===== src/rtl/contador_modular_if.sv =====
// Control/status bundle for contador_modular. With CONTADOR_LAP_EN defined it also
// carries the laps signal.
interface contador_modular_if #(
  parameter int WIDTH     = 6,
  parameter int LAP_WIDTH = 8
);
  logic             start;
  logic             enable;
  logic             clear;
  logic [WIDTH-1:0] counter;
  logic             wrap;
  logic             busy;
  logic             done;
`ifdef CONTADOR_LAP_EN
  logic [LAP_WIDTH-1:0] laps;

  modport master (output start, enable, clear, input counter, wrap, busy, done, laps);
  modport slave  (input start, enable, clear, output counter, wrap, busy, done, laps);
`else
  modport master (output start, enable, clear, input counter, wrap, busy, done);
  modport slave  (input start, enable, clear, output counter, wrap, busy, done);
`endif

  if (WIDTH < 1 || LAP_WIDTH < 1) begin : g_bad_param
    $error("contador_modular_if: WIDTH and LAP_WIDTH must be >= 1");
  end
endinterface


===== src/rtl/contador_modular.sv =====
// Modulo counter (0..MODULO-1) with free-run or one-shot sequencing, registered wrap
// pulse and busy/done status. Defining CONTADOR_LAP_EN adds a saturating lap counter.
module contador_modular #(
  parameter int WIDTH     = 6,
  parameter int MODULO    = 34,
  parameter int FREE_RUN  = 1,
  parameter int LAP_WIDTH = 8
) (
  input  logic              clk,
  input  logic              reset_L,
  contador_modular_if.slave cnt_if
);

  typedef enum logic [1:0] {
    ST_IDLE,
    ST_RUN,
    ST_DONE
  } state_t;

  // Terminal value is compared explicitly, so MODULO == 2^WIDTH never relies on overflow.
  localparam logic [WIDTH-1:0] TERMINAL = WIDTH'(MODULO - 1);

  state_t           state_q, state_d;
  logic [WIDTH-1:0] cnt_q, cnt_d;
  logic             wrap_q, wrap_d;

  always_comb begin
    state_d = state_q;
    cnt_d   = cnt_q;
    wrap_d  = 1'b0;
    if (cnt_if.clear) begin
      state_d = ST_IDLE;
      cnt_d   = '0;
    end else begin
      case (state_q)
        ST_IDLE: begin
          cnt_d = '0;
          if (cnt_if.start) state_d = ST_RUN;
        end
        ST_RUN: begin
          if (cnt_if.enable) begin
            if (cnt_q == TERMINAL) begin
              cnt_d  = '0;
              wrap_d = 1'b1;
              if (FREE_RUN == 0) state_d = ST_DONE;
            end else if (cnt_q < TERMINAL) begin
              cnt_d = cnt_q + 1'b1;
            end else begin
              // Out-of-range value: recover to 0 silently, no wrap pulse.
              cnt_d = '0;
            end
          end
        end
        ST_DONE: begin
          cnt_d = '0;
          if (cnt_if.start) state_d = ST_RUN;
        end
        default: begin
          state_d = ST_IDLE;
          cnt_d   = '0;
        end
      endcase
    end
  end

  always_ff @(posedge clk or negedge reset_L) begin
    if (!reset_L) begin
      state_q <= ST_IDLE;
      cnt_q   <= '0;
      wrap_q  <= 1'b0;
    end else begin
      state_q <= state_d;
      cnt_q   <= cnt_d;
      wrap_q  <= wrap_d;
    end
  end

  assign cnt_if.counter = cnt_q;
  assign cnt_if.wrap    = wrap_q;
  assign cnt_if.busy    = (state_q == ST_RUN);
  assign cnt_if.done    = (state_q == ST_DONE);

`ifdef CONTADOR_LAP_EN
  logic [LAP_WIDTH-1:0] laps_q, laps_d;
  logic                 start_ok;

  assign start_ok = cnt_if.start && !cnt_if.clear &&
                    ((state_q == ST_IDLE) || (state_q == ST_DONE));

  always_comb begin
    laps_d = laps_q;
    if (cnt_if.clear || start_ok) begin
      laps_d = '0;
    end else if (wrap_d && (laps_q != '1)) begin
      laps_d = laps_q + 1'b1;
    end
  end

  always_ff @(posedge clk or negedge reset_L) begin
    if (!reset_L) begin
      laps_q <= '0;
    end else begin
      laps_q <= laps_d;
    end
  end

  assign cnt_if.laps = laps_q;
`endif

  if (MODULO < 2 || MODULO > (1 << WIDTH) || LAP_WIDTH < 1) begin : g_bad_param
    $error("contador_modular: MODULO must be in 2..2^WIDTH and LAP_WIDTH >= 1");
  end

endmodule

===== src/flat_wrapper.sv =====
// flat-port wrapper written by rule: the top's interface ports become plain ports
module contador_modular_flat 
#(
  parameter int WIDTH     = 6,
  parameter int MODULO    = 34,
  parameter int FREE_RUN  = 1,
  parameter int LAP_WIDTH = 8
)
  (clk, reset_L, cnt_if_start, cnt_if_enable, cnt_if_clear, cnt_if_counter, cnt_if_wrap, cnt_if_busy, cnt_if_done);
  contador_modular_if #(.WIDTH(WIDTH), .LAP_WIDTH(LAP_WIDTH)) cnt_if_i ();
  input  logic clk;
  input  logic reset_L;
  input wire logic [$bits(cnt_if_i.start)-1:0] cnt_if_start;
  input wire logic [$bits(cnt_if_i.enable)-1:0] cnt_if_enable;
  input wire logic [$bits(cnt_if_i.clear)-1:0] cnt_if_clear;
  output wire logic [$bits(cnt_if_i.counter)-1:0] cnt_if_counter;
  output wire logic [$bits(cnt_if_i.wrap)-1:0] cnt_if_wrap;
  output wire logic [$bits(cnt_if_i.busy)-1:0] cnt_if_busy;
  output wire logic [$bits(cnt_if_i.done)-1:0] cnt_if_done;
  assign cnt_if_i.start = cnt_if_start;
  assign cnt_if_i.enable = cnt_if_enable;
  assign cnt_if_i.clear = cnt_if_clear;
  assign cnt_if_counter = cnt_if_i.counter;
  assign cnt_if_wrap = cnt_if_i.wrap;
  assign cnt_if_busy = cnt_if_i.busy;
  assign cnt_if_done = cnt_if_i.done;
  contador_modular #(.WIDTH(WIDTH), .MODULO(MODULO), .FREE_RUN(FREE_RUN), .LAP_WIDTH(LAP_WIDTH)) u_core (.clk(clk), .reset_L(reset_L), .cnt_if(cnt_if_i));
endmodule

===== config.mk =====
export PLATFORM = sky130hd
export DESIGN_NAME = contador_modular_flat
export DESIGN_NICKNAME = d
export VERILOG_FILES = /design/src/rtl/contador_modular_if.sv /design/src/rtl/contador_modular.sv /design/src/flat_wrapper.sv
export SDC_FILE = /design/constraint.sdc
export NUM_CORES = 1
export LEC_CHECK = 0
export CAP_MARGIN = 20
export CELL_PAD_IN_SITES_DETAIL_PLACEMENT = 1
export CELL_PAD_IN_SITES_GLOBAL_PLACEMENT = 1
export CORE_MARGIN = 8
export CORE_UTILIZATION = 35
export CTS_CLUSTER_SIZE = 25
export DETAILED_ROUTE_END_ITERATION = 10
export PLACE_DENSITY_LB_ADDON = 0.12
export SLEW_MARGIN = 30
export SYNTH_ARGS = -nofsm -noshare
export SYNTH_HDL_FRONTEND = slang
export SYNTH_SLANG_ARGS = --single-unit

===== constraint.sdc =====
create_clock -name clk -period 2.9 [get_ports clk]
set_input_delay 0.87 -clock clk [delete_from_list [all_inputs] [get_ports clk]]
set_output_delay 0.87 -clock clk [all_outputs]
set_load 0.02 [all_outputs]

==> results.sh <==
export IMPL_post_cts_buffers=0
export IMPL_htree_levels=1
export IMPL_wl_per_cell_um=16.65
export IMPL_io_pins=14
export IMPL_clk_path_buf_depth=2
export IMPL_wl_mm=1.299
export IMPL_wl_met3_um=85
export IMPL_layout_nets=73
export IMPL_p_per_area_mw_per_mm2=375.5
export IMPL_clk_latency_ns=0.26
export IMPL_crit_cells=1
export IMPL_cp_top_family="buffers and inverters"
export IMPL_drc=0
export IMPL_yosys_warnings=0
export IMPL_syn_inst=51
export IMPL_min_period_over_period_pct=78.65
export IMPL_drt_iter0_markers=15
export IMPL_syn_nets=59
export IMPL_worstSetupPathType="reg -> out"
export IMPL_rows=13
export IMPL_setup_viol=0
export IMPL_critPathLaunchType="flop"
export IMPL_timing_fmax_mhz=438.4
export IMPL_final_max_slew_violation_count=0
export IMPL_dr_pass1_iters=4
export IMPL_path_cells="clkdlybuf4s50_1"
export IMPL_yosys_area_share_xor_xnor_pct=0
export IMPL_synth_seq_area_share_pct=40.92
export IMPL_initial_core_util_pct=37.60
export IMPL_min_path_cells=2
export IMPL_synth_area_per_cell_um2=9.593
export IMPL_peakVddDrop_uv=235.7
export IMPL_cts_buffers=3
export IMPL_cts_sinks=8
export IMPL_grt_antenna_before_repair=0
export IMPL_synth_seq_cells=8
export IMPL_clkTransAtPathRegs_ns=0.06
export IMPL_cp_buffers_inverters=1
export IMPL_grt_use_total_pct=10.76
export IMPL_drt_vias_per_instance=5.603
export IMPL_hp_class="reg -> reg"
export IMPL_cts_hold_buffers=0
export IMPL_p_leak_nw=0.2469
export IMPL_grt_pass1_wl_mm=2.297
export IMPL_yosysUniqueCellTypes=27
export IMPL_area_growth_synth_to_final_pct=28.13
export IMPL_dr_max_layer_used="met3"
export IMPL_io_buffer_count=12
export IMPL_final_min_clock_period_ns=2.281
export IMPL_die_w_um=53.39
export IMPL_synth_mux_area_share_pct=0
export IMPL_route_met2_wl_um=589
export IMPL_globalplace_congestion=0.8129
export IMPL_place_hpwl_um=981.8
export IMPL_overflow=0
export IMPL_cts_root_buf="clkbuf_4"
export IMPL_drv_cap=0
export IMPL_dieArea_mm2=0.002850
export IMPL_fin_hold_ws_ns=0.5845
export IMPL_finClkSkew_ns=0.01161
export IMPL_status="finished, final reports clean"
export IMPL_ant_nets=0
export IMPL_synth_compound_area_share_pct=14.58
export IMPL_critPathCaptureType="output pin"
export IMPL_synth_fa_ha_area_share_pct=7.673
export IMPL_dr_total_vias=437
export IMPL_required_ns=2.03
export IMPL_setup_ws_ns=0.6192
export IMPL_grt_max_degree=10
export IMPL_synth_top_family_by_area="simple AND/OR/NAND/NOR gates"
export IMPL_cts_tree="built"
export IMPL_rsz0062_at_grt="no"
export IMPL_synthSimpleGateAreaFrac_pct=28.13
export IMPL_hold_viol=0
export IMPL_drive_gt1_share_pct=11.11
export IMPL_antennaDiodeCount=0
export IMPL_fill_cells=160
export IMPL_netlist_area_um2=489.2
export IMPL_cts_resized=0
export IMPL_critPathSlowestCell="clkdlybuf4s50_1"
export IMPL_critPathArrivalTime_ns=1.41
export IMPL_coreArea_mm2=0.001301
export IMPL_tns_ns=0
export IMPL_grt_pass1_vias=477
export IMPL_pre_cts_ws_ns=0.5580
export IMPL_r2r_cells=4
export IMPL_slowest_delay_ns=0.66
export IMPL_die_y_um=53.39
export IMPL_cp_max_fo=8
export IMPL_wl_met1_um=624
-- state kept, by name (all words and copies together) (netlist names) --
| signal | flops |
|---|---|
| u_core.cnt_if.wrap | 1 |
| u_core.cnt_if.counter | 6 |
| u_core.state_q | 1 |
-- power breakdown --
group          switching (mW)  internal, mW  total (mW)
Sequential            0.00309         0.114       0.117
Combinational          0.0178        0.0151      0.0329
Clock                  0.0383        0.0474      0.0857
Total                  0.0591         0.176       0.235
-- Yosys cell counts --
cell / number / area [um^2]
conb_1: 1 / 3.750
or3_1: 1 / 6.260
nand4_1: 2 / 12.51
or4_1: 1 / 7.510
nor2_1: 2 / 7.510
a22oi_1: 1 / 7.510
a21oi_1: 4 / 20.02
and3_2: 1 / 7.510
ha_1: 3 / 37.54
nor4b_2: 1 / 15.01
dfrtp_1: 8 / 200.2
inv_1: 4 / 15.01
buf_2: 1 / 5.000
nand2b_4: 1 / 13.76
nand3_1: 5 / 25.02
a21boi_1: 1 / 7.510
o31ai_1: 1 / 7.510
nor2b_1: 2 / 12.51
buf_6: 1 / 11.26
buf_4: 1 / 7.510
nand4b_1: 1 / 8.760
o21ai_0: 1 / 5.000
and2b_2: 1 / 8.760
nor3_1: 1 / 5.000
a211oi_1: 2 / 15.01
a2bb2oi_1: 1 / 8.760
nand2_1: 2 / 7.510
-- area by class of cell --
cell class              instances  area, um^2  share of cell area [%]
flip-flops and latches          8       200.2                   31.94
repair buffers                 12       120.1                   19.16
clock buffers                   3       22.52                   3.593
multi-input cells              36       250.2                   39.92
well taps                      15       18.77                   2.994
inverters                       4       15.01                   2.395
-- metal layers --
metal	vias to the layer above	GRT usage (%)
li1	207	-
met3	0	5.322
met2	13	16.21
met4	0	2.521
met5	-	0
met1	217	13.35
-- logic make-up (layout without fill, tap and decap cells) --
group | count (synthesis) | in the layout
DFF | 8 | 8
other | 1 | 1
buffers and inverters | 7 | 19
AOI/OAI and AO/OA | 11 | 11
and+or+nand+nor | 21 | 21
adders and majority gates | 3 | 3
-- stage by stage --
stage / power, mW / std cells / cell area [um^2] / util, %
after floorplan: 0.1386 / 51 / 489.2 / -
after global placement: 0.1508 / 75 / 604.3 / 46.44
after detailed placement: 0.1513 / 75 / 604.3 / 46.44
after CTS: 0.2414 / 78 / 626.9 / 48.17
after global routing: 0.2507 / 78 / 626.9 / 48.17
final: 0.2354 / 78 / 626.9 / 48.17
-- path summary, 6_finish.rpt --
check	start	end	slack (ns)
max reg2reg	u_core.cnt_if.counter[0]	u_core.cnt_if.counter[5]	1.31
min	u_core.state_q[0]	u_core.state_q[0]	0.58
max in group asynchronous	reset_L	u_core.cnt_if.counter[2]	1.72
min reg2reg	u_core.state_q[0]	u_core.state_q[0]	0.58
max	u_core.cnt_if.counter[3]	cnt_if_counter[3]	0.62
min in group asynchronous	reset_L	u_core.cnt_if.counter[5]	0.89
-- placed cells by master (no fill, tap or decap) --
master and count:
dfrtp_1 8, nand4_1 2, and3_2 1, o21ai_0 1, a2bb2oi_1 1, conb_1 1, or3_1 1, nand3_1 5
nor3_1 1, or4_1 1, nor2b_1 2, clkbuf_4 3, ha_1 3, nand2_1 2, and2b_2 1, a211oi_1 2
a21boi_1 1, a21oi_1 4, nor2_1 2, nand4b_1 1, clkdlybuf4s50_1 12, nor4b_2 1, o31ai_1 1, inv_1 4
a22oi_1 1, nand2b_4 1
Note: power is estimated with default switching activity, not from simulation.
